## config.mk

```make
export PLATFORM = sky130hd
export DESIGN_NAME = jtag_tap
export DESIGN_NICKNAME = d
export VERILOG_FILES = /design/src/rtl/jtag_pkg.sv /design/src/rtl/jtag_tap_fsm.sv /design/src/rtl/jtag_tap.sv
export SDC_FILE = /design/constraint.sdc
export NUM_CORES = 1
export LEC_CHECK = 0
export ABC_CLOCK_PERIOD_IN_PS = 1550
export BUFFER_PORTS_ARGS = -buffer_cell sky130_fd_sc_hd__clkbuf_2
export CAP_MARGIN = 40
export CORE_MARGIN = 10
export CORE_UTILIZATION = 52
export CTS_BUF_LIST = sky130_fd_sc_hd__clkbuf_16
export CTS_CLUSTER_SIZE = 28
export DETAILED_ROUTE_END_ITERATION = 8
export PLACE_DENSITY = 0.75
export SLEW_MARGIN = 25
export SYNTH_ARGS = -nofsm -noshare
export SYNTH_HDL_FRONTEND = slang
export SYNTH_SLANG_ARGS = --single-unit
```

## constraint.sdc

```tcl
create_clock -name tck -period 1.55 [get_ports tck]
set_input_delay 0 -clock tck [delete_from_list [all_inputs] [get_ports tck]]
set_output_delay 0 -clock tck [all_outputs]
set_load 0.01 [all_outputs]
```

## src/rtl/jtag_pkg.sv

```systemverilog
// Shared definitions for the JTAG TAP: state encoding, data-register select
// and the default instruction opcodes.
package jtag_pkg;

    localparam int IR_LEN_DEF = 4;

    localparam logic [3:0] OP_IDCODE_DEF      = 4'h1;
    localparam logic [3:0] OP_GPIO_DATA_DEF   = 4'h2;
    localparam logic [3:0] OP_GPIO_CONFIG_DEF = 4'h3;

    // Encoding follows the usual 1149.1 reference numbering.
    typedef enum logic [3:0] {
        EXIT2_DR         = 4'h0,
        EXIT1_DR         = 4'h1,
        SHIFT_DR         = 4'h2,
        PAUSE_DR         = 4'h3,
        SELECT_IR        = 4'h4,
        UPDATE_DR        = 4'h5,
        CAPTURE_DR       = 4'h6,
        SELECT_DR        = 4'h7,
        EXIT2_IR         = 4'h8,
        EXIT1_IR         = 4'h9,
        SHIFT_IR         = 4'hA,
        PAUSE_IR         = 4'hB,
        RUN_TEST_IDLE    = 4'hC,
        UPDATE_IR        = 4'hD,
        CAPTURE_IR       = 4'hE,
        TEST_LOGIC_RESET = 4'hF
    } tap_state_e;

    typedef enum logic [1:0] {
        DR_BYPASS = 2'd0,
        DR_IDCODE = 2'd1,
        DR_GPIO   = 2'd2
    } dr_sel_e;

endpackage

```

## src/rtl/jtag_tap_fsm.sv

```systemverilog
// 16-state TAP controller: state register, TMS-driven next-state logic and
// Moore strobes decoded from the registered state.
module jtag_tap_fsm
    import jtag_pkg::*;
(
    input  logic       tck,
    input  logic       reset_,
    input  logic       tms,
    output tap_state_e state,
    output logic       test_logic_reset,
    output logic       capture_dr,
    output logic       shift_dr,
    output logic       update_dr
);

    tap_state_e state_q, state_d;

    always_ff @(posedge tck or negedge reset_) begin
        if (!reset_) begin
            state_q <= TEST_LOGIC_RESET;
        end else begin
            state_q <= state_d;
        end
    end

    always_comb begin
        state_d = state_q;
        case (state_q)
            TEST_LOGIC_RESET: state_d = tms ? TEST_LOGIC_RESET : RUN_TEST_IDLE;
            RUN_TEST_IDLE:    state_d = tms ? SELECT_DR        : RUN_TEST_IDLE;
            SELECT_DR:        state_d = tms ? SELECT_IR        : CAPTURE_DR;
            CAPTURE_DR:       state_d = tms ? EXIT1_DR         : SHIFT_DR;
            SHIFT_DR:         state_d = tms ? EXIT1_DR         : SHIFT_DR;
            EXIT1_DR:         state_d = tms ? UPDATE_DR        : PAUSE_DR;
            PAUSE_DR:         state_d = tms ? EXIT2_DR         : PAUSE_DR;
            EXIT2_DR:         state_d = tms ? UPDATE_DR        : SHIFT_DR;
            UPDATE_DR:        state_d = tms ? SELECT_DR        : RUN_TEST_IDLE;
            SELECT_IR:        state_d = tms ? TEST_LOGIC_RESET : CAPTURE_IR;
            CAPTURE_IR:       state_d = tms ? EXIT1_IR         : SHIFT_IR;
            SHIFT_IR:         state_d = tms ? EXIT1_IR         : SHIFT_IR;
            EXIT1_IR:         state_d = tms ? UPDATE_IR        : PAUSE_IR;
            PAUSE_IR:         state_d = tms ? EXIT2_IR         : PAUSE_IR;
            EXIT2_IR:         state_d = tms ? UPDATE_IR        : SHIFT_IR;
            UPDATE_IR:        state_d = tms ? SELECT_DR        : RUN_TEST_IDLE;
            default:          state_d = TEST_LOGIC_RESET;
        endcase
    end

    always_comb begin
        state            = state_q;
        test_logic_reset = (state_q == TEST_LOGIC_RESET);
        capture_dr       = (state_q == CAPTURE_DR);
        shift_dr         = (state_q == SHIFT_DR);
        update_dr        = (state_q == UPDATE_DR);
    end

endmodule

```

## src/rtl/jtag_tap.sv

```systemverilog
// JTAG TAP with IR, BYPASS and GPIO chain routing; the IDCODE register and
// opcode exist only when JTAG_TAP_IDCODE_EN is defined.
module jtag_tap
    import jtag_pkg::*;
#(
    parameter int                 IR_LEN         = IR_LEN_DEF,
    parameter logic [31:0]        IDCODE_VALUE   = 32'h0001_2345,
    parameter logic [IR_LEN-1:0]  OP_IDCODE      = IR_LEN'(OP_IDCODE_DEF),
    parameter logic [IR_LEN-1:0]  OP_GPIO_DATA   = IR_LEN'(OP_GPIO_DATA_DEF),
    parameter logic [IR_LEN-1:0]  OP_GPIO_CONFIG = IR_LEN'(OP_GPIO_CONFIG_DEF),
    parameter logic [IR_LEN-1:0]  OP_BYPASS      = {IR_LEN{1'b1}}
) (
    input  logic tck,
    input  logic reset_,
    input  logic tms,
    input  logic tdi,
    input  logic gpios_tdo,
    output logic tdo,
    output logic tdo_ena,
    output logic test_logic_reset,
    output logic capture_dr,
    output logic shift_dr,
    output logic update_dr,
    output logic gpio_data_ir,
    output logic gpio_config_ir
);

`ifdef JTAG_TAP_IDCODE_EN
    localparam logic [IR_LEN-1:0] RESET_IR = OP_IDCODE;
`else
    localparam logic [IR_LEN-1:0] RESET_IR = OP_BYPASS;
`endif

    tap_state_e state;

    jtag_tap_fsm u_fsm (
        .tck              (tck),
        .reset_           (reset_),
        .tms              (tms),
        .state            (state),
        .test_logic_reset (test_logic_reset),
        .capture_dr       (capture_dr),
        .shift_dr         (shift_dr),
        .update_dr        (update_dr)
    );

    logic capture_ir, shift_ir, update_ir;

    always_comb begin
        capture_ir = (state == CAPTURE_IR);
        shift_ir   = (state == SHIFT_IR);
        update_ir  = (state == UPDATE_IR);
    end

    logic [IR_LEN-1:0] ir_q, ir_d;
    logic [IR_LEN-1:0] ir_shift_q, ir_shift_d;
    logic              bypass_q, bypass_d;
    logic              tdo_q, tdo_d;
    logic              tdo_ena_q, tdo_ena_d;
    dr_sel_e           dr_sel;

    // Unrecognised opcodes fall through to BYPASS.
    always_comb begin
        dr_sel = DR_BYPASS;
        if (ir_q == OP_GPIO_DATA || ir_q == OP_GPIO_CONFIG) begin
            dr_sel = DR_GPIO;
        end
`ifdef JTAG_TAP_IDCODE_EN
        else if (ir_q == OP_IDCODE) begin
            dr_sel = DR_IDCODE;
        end
`endif
    end

    always_comb begin
        gpio_data_ir   = (ir_q == OP_GPIO_DATA);
        gpio_config_ir = (ir_q == OP_GPIO_CONFIG);
    end

    always_comb begin
        ir_shift_d = ir_shift_q;
        if (capture_ir) begin
            ir_shift_d = IR_LEN'(1);
        end else if (shift_ir) begin
            ir_shift_d = {tdi, ir_shift_q[IR_LEN-1:1]};
        end

        ir_d = ir_q;
        if (test_logic_reset) begin
            ir_d = RESET_IR;
        end else if (update_ir) begin
            ir_d = ir_shift_q;
        end

        bypass_d = bypass_q;
        if (dr_sel == DR_BYPASS) begin
            if (capture_dr) begin
                bypass_d = 1'b0;
            end else if (shift_dr) begin
                bypass_d = tdi;
            end
        end
    end

    always_ff @(posedge tck or negedge reset_) begin
        if (!reset_) begin
            ir_q       <= RESET_IR;
            ir_shift_q <= '0;
            bypass_q   <= 1'b0;
        end else begin
            ir_q       <= ir_d;
            ir_shift_q <= ir_shift_d;
            bypass_q   <= bypass_d;
        end
    end

`ifdef JTAG_TAP_IDCODE_EN
    logic [31:0] idcode_q, idcode_d;

    always_comb begin
        idcode_d = idcode_q;
        if (dr_sel == DR_IDCODE) begin
            if (capture_dr) begin
                idcode_d = IDCODE_VALUE;
            end else if (shift_dr) begin
                idcode_d = {tdi, idcode_q[31:1]};
            end
        end
    end

    always_ff @(posedge tck or negedge reset_) begin
        if (!reset_) begin
            idcode_q <= IDCODE_VALUE;
        end else begin
            idcode_q <= idcode_d;
        end
    end
`endif

    always_comb begin
        tdo_d     = 1'b0;
        tdo_ena_d = 1'b0;
        if (shift_ir) begin
            tdo_d     = ir_shift_q[0];
            tdo_ena_d = 1'b1;
        end else if (shift_dr) begin
            tdo_ena_d = 1'b1;
            case (dr_sel)
                DR_GPIO:   tdo_d = gpios_tdo;
`ifdef JTAG_TAP_IDCODE_EN
                DR_IDCODE: tdo_d = idcode_q[0];
`endif
                default:   tdo_d = bypass_q;
            endcase
        end
    end

    // Falling-edge retiming gives the downstream device a half cycle of setup.
    always_ff @(negedge tck or negedge reset_) begin
        if (!reset_) begin
            tdo_q     <= 1'b0;
            tdo_ena_q <= 1'b0;
        end else begin
            tdo_q     <= tdo_d;
            tdo_ena_q <= tdo_ena_d;
        end
    end

    assign tdo     = tdo_q;
    assign tdo_ena = tdo_ena_q;

endmodule

```

# [Word level (Yosys, flattened, before mapping)]
# Cells that the tools add are included.
# W data, S select, Z words.
[word_totals] register_bits=15 wordCells=59
[op_classes] n_eq_ne=18 mux=25 n_reduce_logical=10
[ops] op="$pmux W4 S12" count=1
[ops] op="$eq A4 B4 Y1 const B" count=8
[ops] op="$mux W4" count=5
[ops] op="$eq A4 B2 Y1 const B" count=4
[ops] op="$eq A4 B3 Y1 const B" count=4
[ops] op="$mux W2" count=7
[ops] op="$mux W3" count=4
[ops] op="$mux W1" count=8
[ops] op="$reduce_bool A2 Y1" count=3
[ops] op="$eq A4 B1 Y1 const B" count=1
[ops] op="$logic_not A4 Y1" count=1
[ops] op="$reduce_or A2 Y1" count=2
[ops] op="$reduce_or A3 Y1" count=1
[ops] op="$eq A2 B2 Y1 const B" count=1
[ops] op="$logic_not A2 Y1" count=1
[ops] op="$reduce_and A2 Y1" count=1
[ops] op="$logic_or A1 B1 Y1" count=1

# [Depth between registers and ports, before layout]
[logic_depth] ltp_word=7 mapped_depth=4

# [Cells and area by module]
# A second synthesis with hierarchy kept.
[hier_totals] cells_unflattened=74 area_unflattened_um2=735.7
[modules_own_cells] module="jtag_tap" instances=1 cells_per_inst=48 area_each_um2=510.5 seq_area_each_um2=280.3
[modules_own_cells] module="jtag_tap_fsm" instances=1 cells_per_inst=26 area_each_um2=225.2 seq_area_each_um2=105.1

==> impl_metrics.py <==
metrics = {
    "outcome": {
        "status": "finished, violations left",
        "violations": "negative setup slack",
    },
    "clock_tree": {
        "cts_tree": "built",
        "root_buffer": "clkbuf_16",
        "cts_htree_levels": 1,
        "clk_pin_slew_worst_paths_ns": 0.05,
        "cts_inserted_buffers": 3,
        "clockBufferDepth": 2,
        "clock-sinks": 15,
        "clock_latency_ns": 0.28,
    },
    "hold_path": {
        "min_path_cells": 3,
        "hold_path_class": "in2reg",
        "whs_endpoint": "bypass_q",
        "hp-start": "tdi",
    },
    "yosys": {
        "synth.area.top_cells": "dfstp_2 (28%), dfrtp_1 (17%), dfrtn_1 (6.7%), nand2_1 (5.1%), nor2_1 (5.1%)",
        "syn_area_um2": 743,
        "synth_nets": 81,
        "yosysUniqueCellTypes": 30,
        "yosys_register_bits": 15,
        "yosysTopAreaCell": "dfstp_2",
        "ys.warnings.count": 0,
        "yosysSeqAreaShare_pct": 51.9,
        "syn_inst": 76,
        "synth_top_area_share_pct": 28.3,
        "yosys_most_used_dff": "dfstp_2",
        "async_flop_share_pct": 100,
        "synth_enable_flop_cells": 0,
        "avgSynthCellArea_um2": 9.78,
    },
    "global_route": {
        "grt_pass1_wl_um": 3080,
        "grt_start_max_net_pins": 14,
        "grt_overflow_total": 0,
        "antenna_found_initial": 0,
        "track_usage_pct": 11.9,
        "grt_pass1_vias": 659,
    },
    "floorplan": {
        "die_h_um": 57.8,
        "die_w_um": 57.8,
        "start_util_pct": 56.4,
        "num_io_pins": 13,
        "placementRows": 13,
        "core_um2": 1320,
        "die-area_um2": 3340,
    },
    "sta": {
        "setup_viol": 3,
        "drv_slew": 0,
        "rsz0062_at_grt": "true",
        "hold_viol_final": 0,
        "worst_slack_ns": -0.407,
        "max-slew-margin-rel_pct": 81.2,
        "fin_skew_ns": 0.0320,
        "worst_pin_slew_ns": 0.278,
    },
    "worst_setup_path": {
        "startpoint_type": "register",
        "critPathKind": "reg2reg",
        "worstRegToRegCells": 3,
        "worstPathRequired_ns": 0.89,
        "r2r-end": "tdo",
        "worst_path_max_delay_cell": "dfstp_2",
        "crit_fanout": 2,
        "rrSetupSlack_ns": -0.41,
        "cp_data_arrival_time_ns": 1.30,
        "endpoint_kind": "register",
        "critPathMaxStageDelay_ns": 0.52,
        "crit_chain": "nor3b_4 > mux2i_1 > o32ai_2",
        "r2r-start": "ir_q[1]",
    },
    "detailed_routing": {
        "drtPass1Iterations": 4,
        "first_iter_violations": 17,
        "antenna_left": 0,
        "wl_met1_um": 789,
        "dr_wl_met3_um": 67,
        "maxUsedRoutingLayer": "met4",
        "wl_met2_um": 864,
        "post_drt_via_cell_ratio": 5.49,
        "routed_wl_um": 1770,
        "drcViolationCount": 0,
        "routedWlPerCell_um": 15.4,
        "vias": 631,
    },
    "placed_design": {
        "post-dp-hpwl_um": 1230,
        "placedCellCount": 108,
        "finalWeightedCongestion": 0.799,
        "port_buffers": 12,
        "pre_cts_ws_ns": -0.454,
    },
    "layout": {
        "fillerInstances": 90,
        "n_antenna_cell": 0,
        "ff_latch_area_um2": 385,
        "drive_above_1_share_pct": 41.0,
        "nets": 106,
        "syn2layout_area_growth_pct": 36.0,
        "multiInputGateArea_um2": 342,
        "layout.cells.non_filler": 115,
    },
    "power": {
        "vdd_drop_max_uv": 1870,
        "cellPowerDensity_nw_per_um2": 2190,
        "power.leakage_nw": 0.471,
    },
    "flow_run": {
        "drv_cap": 0,
    },
}
sequential cells by signal, indices dropped and copies added, names as in the netlist:
signal       count
tdo_ena          1
ir_shift_q       4
u_fsm.state      4
bypass_q         1
tdo              1
ir_q             4
cell usage in the layout, fill, tap and decap left out:
cell type,n
nand3b_2,1
dfrtp_1,5
nand2_1,10
o21ai_1,1
nor3_1,2
o31ai_1,1
a21oi_1,3
nand4_1,1
inv_1,4
o21ai_0,7
or3_4,1
nand2b_4,1
buf_6,4
nor3b_4,1
nor2_2,2
and2_1,1
o41ai_1,1
nor2b_1,1
clkbuf_2,9
nor3b_1,1
a22o_1,1
o221ai_1,1
nand3_1,1
buf_2,1
nand3_4,1
buf_4,8
dfstp_2,8
clkbuf_16,3
o32ai_2,1
nand2b_1,4
a21boi_0,1
dlygate4sd3_1,2
dfrtn_1,2
mux2i_1,1
nor2_1,8
where the power goes:
group	internal, mW	switching (mW)
logic	0.444	0.488
registers	0.638	0.145
clock network	0.341	0.155
cells by family after synthesis:
| family | after synthesis | share of synthesized area [%] |
|---|---|---|
| buf+inv | 7 | 5.39 |
| simple gates | 36 | 26.3 |
| compound gates | 17 | 15.2 |
| flops | 15 | 51.9 |
| mux | 1 | 1.35 |
cell usage after synthesis, types with 2 or more instances:
cell type,number
a21oi_1,3
buf_2,2
dfrtn_1,2
dfrtp_1,5
dfstp_2,8
inv_1,3
nand2_1,10
nand2b_1,4
nand3_1,2
nor2_1,10
nor3_1,2
o21ai_0,7
worst max-delay path: cells and delay by family, from the launching register on:
| kind | cells | cell delay (ns) |
|---|---|---|
| simple gates | 1 | 0.20 |
| mux | 1 | 0.24 |
| flops | 1 | 0.52 |
| compound gates | 1 | 0.09 |
worst max path at each step:
| stage | cells after the start | start | slack, ns | endpoint |
|---|---|---|---|---|
| 3_3_place_gp | 3 | ir_q[1] | -0.41 | tdo |
| 4_1_cts | 3 | ir_q[1] | -0.42 | tdo |
| 5_1_grt | 3 | ir_q[1] | -0.46 | tdo |
| 2_1_floorplan | 3 | ir_q[1] | -0.44 | tdo |
| 3_5_place_dp | 3 | ir_q[1] | -0.45 | tdo |
| 6_report | 3 | ir_q[1] | -0.41 | tdo |
area by class of cell:
| cell class | instances | area share (%) |
|---|---|---|
| Multi-Input combinational cell | 54 | 33.8 |
| Clock inverter | 1 | 0.371 |
| Timing Repair Buffer | 24 | 17.3 |
| Tap cell | 15 | 1.86 |
| Clock buffer | 3 | 7.43 |
| Sequential cell | 15 | 38.1 |
| Inverter | 3 | 1.11 |
repair_timing:
action	in CTS	in global routing
buffers inserted	1	0
hold endpoints to repair	14	0
hold buffers	2	0
setup endpoints to repair	5	7
resized for setup	4	7
pin swaps	0	0
through the flow:
stage | area (µm²) | TNS (ns) | utilization, % | hold slack (ns) | power (mW)
2_1_floorplan | 749 | -0.598 | - | -0.296 | 1.33
3_3_place_gp | 867 | -0.590 | 65.8 | 0.0118 | 1.58
3_5_place_dp | 867 | -0.635 | 65.8 | 0.0136 | 1.62
4_1_cts | 992 | -0.578 | 75.3 | 0.0225 | 2.18
5_1_grt | 1010 | -0.681 | 76.7 | 0.0619 | 2.38
6_report | 1010 | -0.552 | 76.7 | 0.0391 | 2.21
layer usage:
| layer | up-vias | GRT usage [%] |
|---|---|---|
| met4 | 0 | 7.05 |
| met5 | - | 0 |
| met3 | 4 | 4.36 |
| met2 | 9 | 18.9 |
| met1 | 308 | 13.3 |
| li1 | 310 | - |
Power figures use the tool's default switching activity.
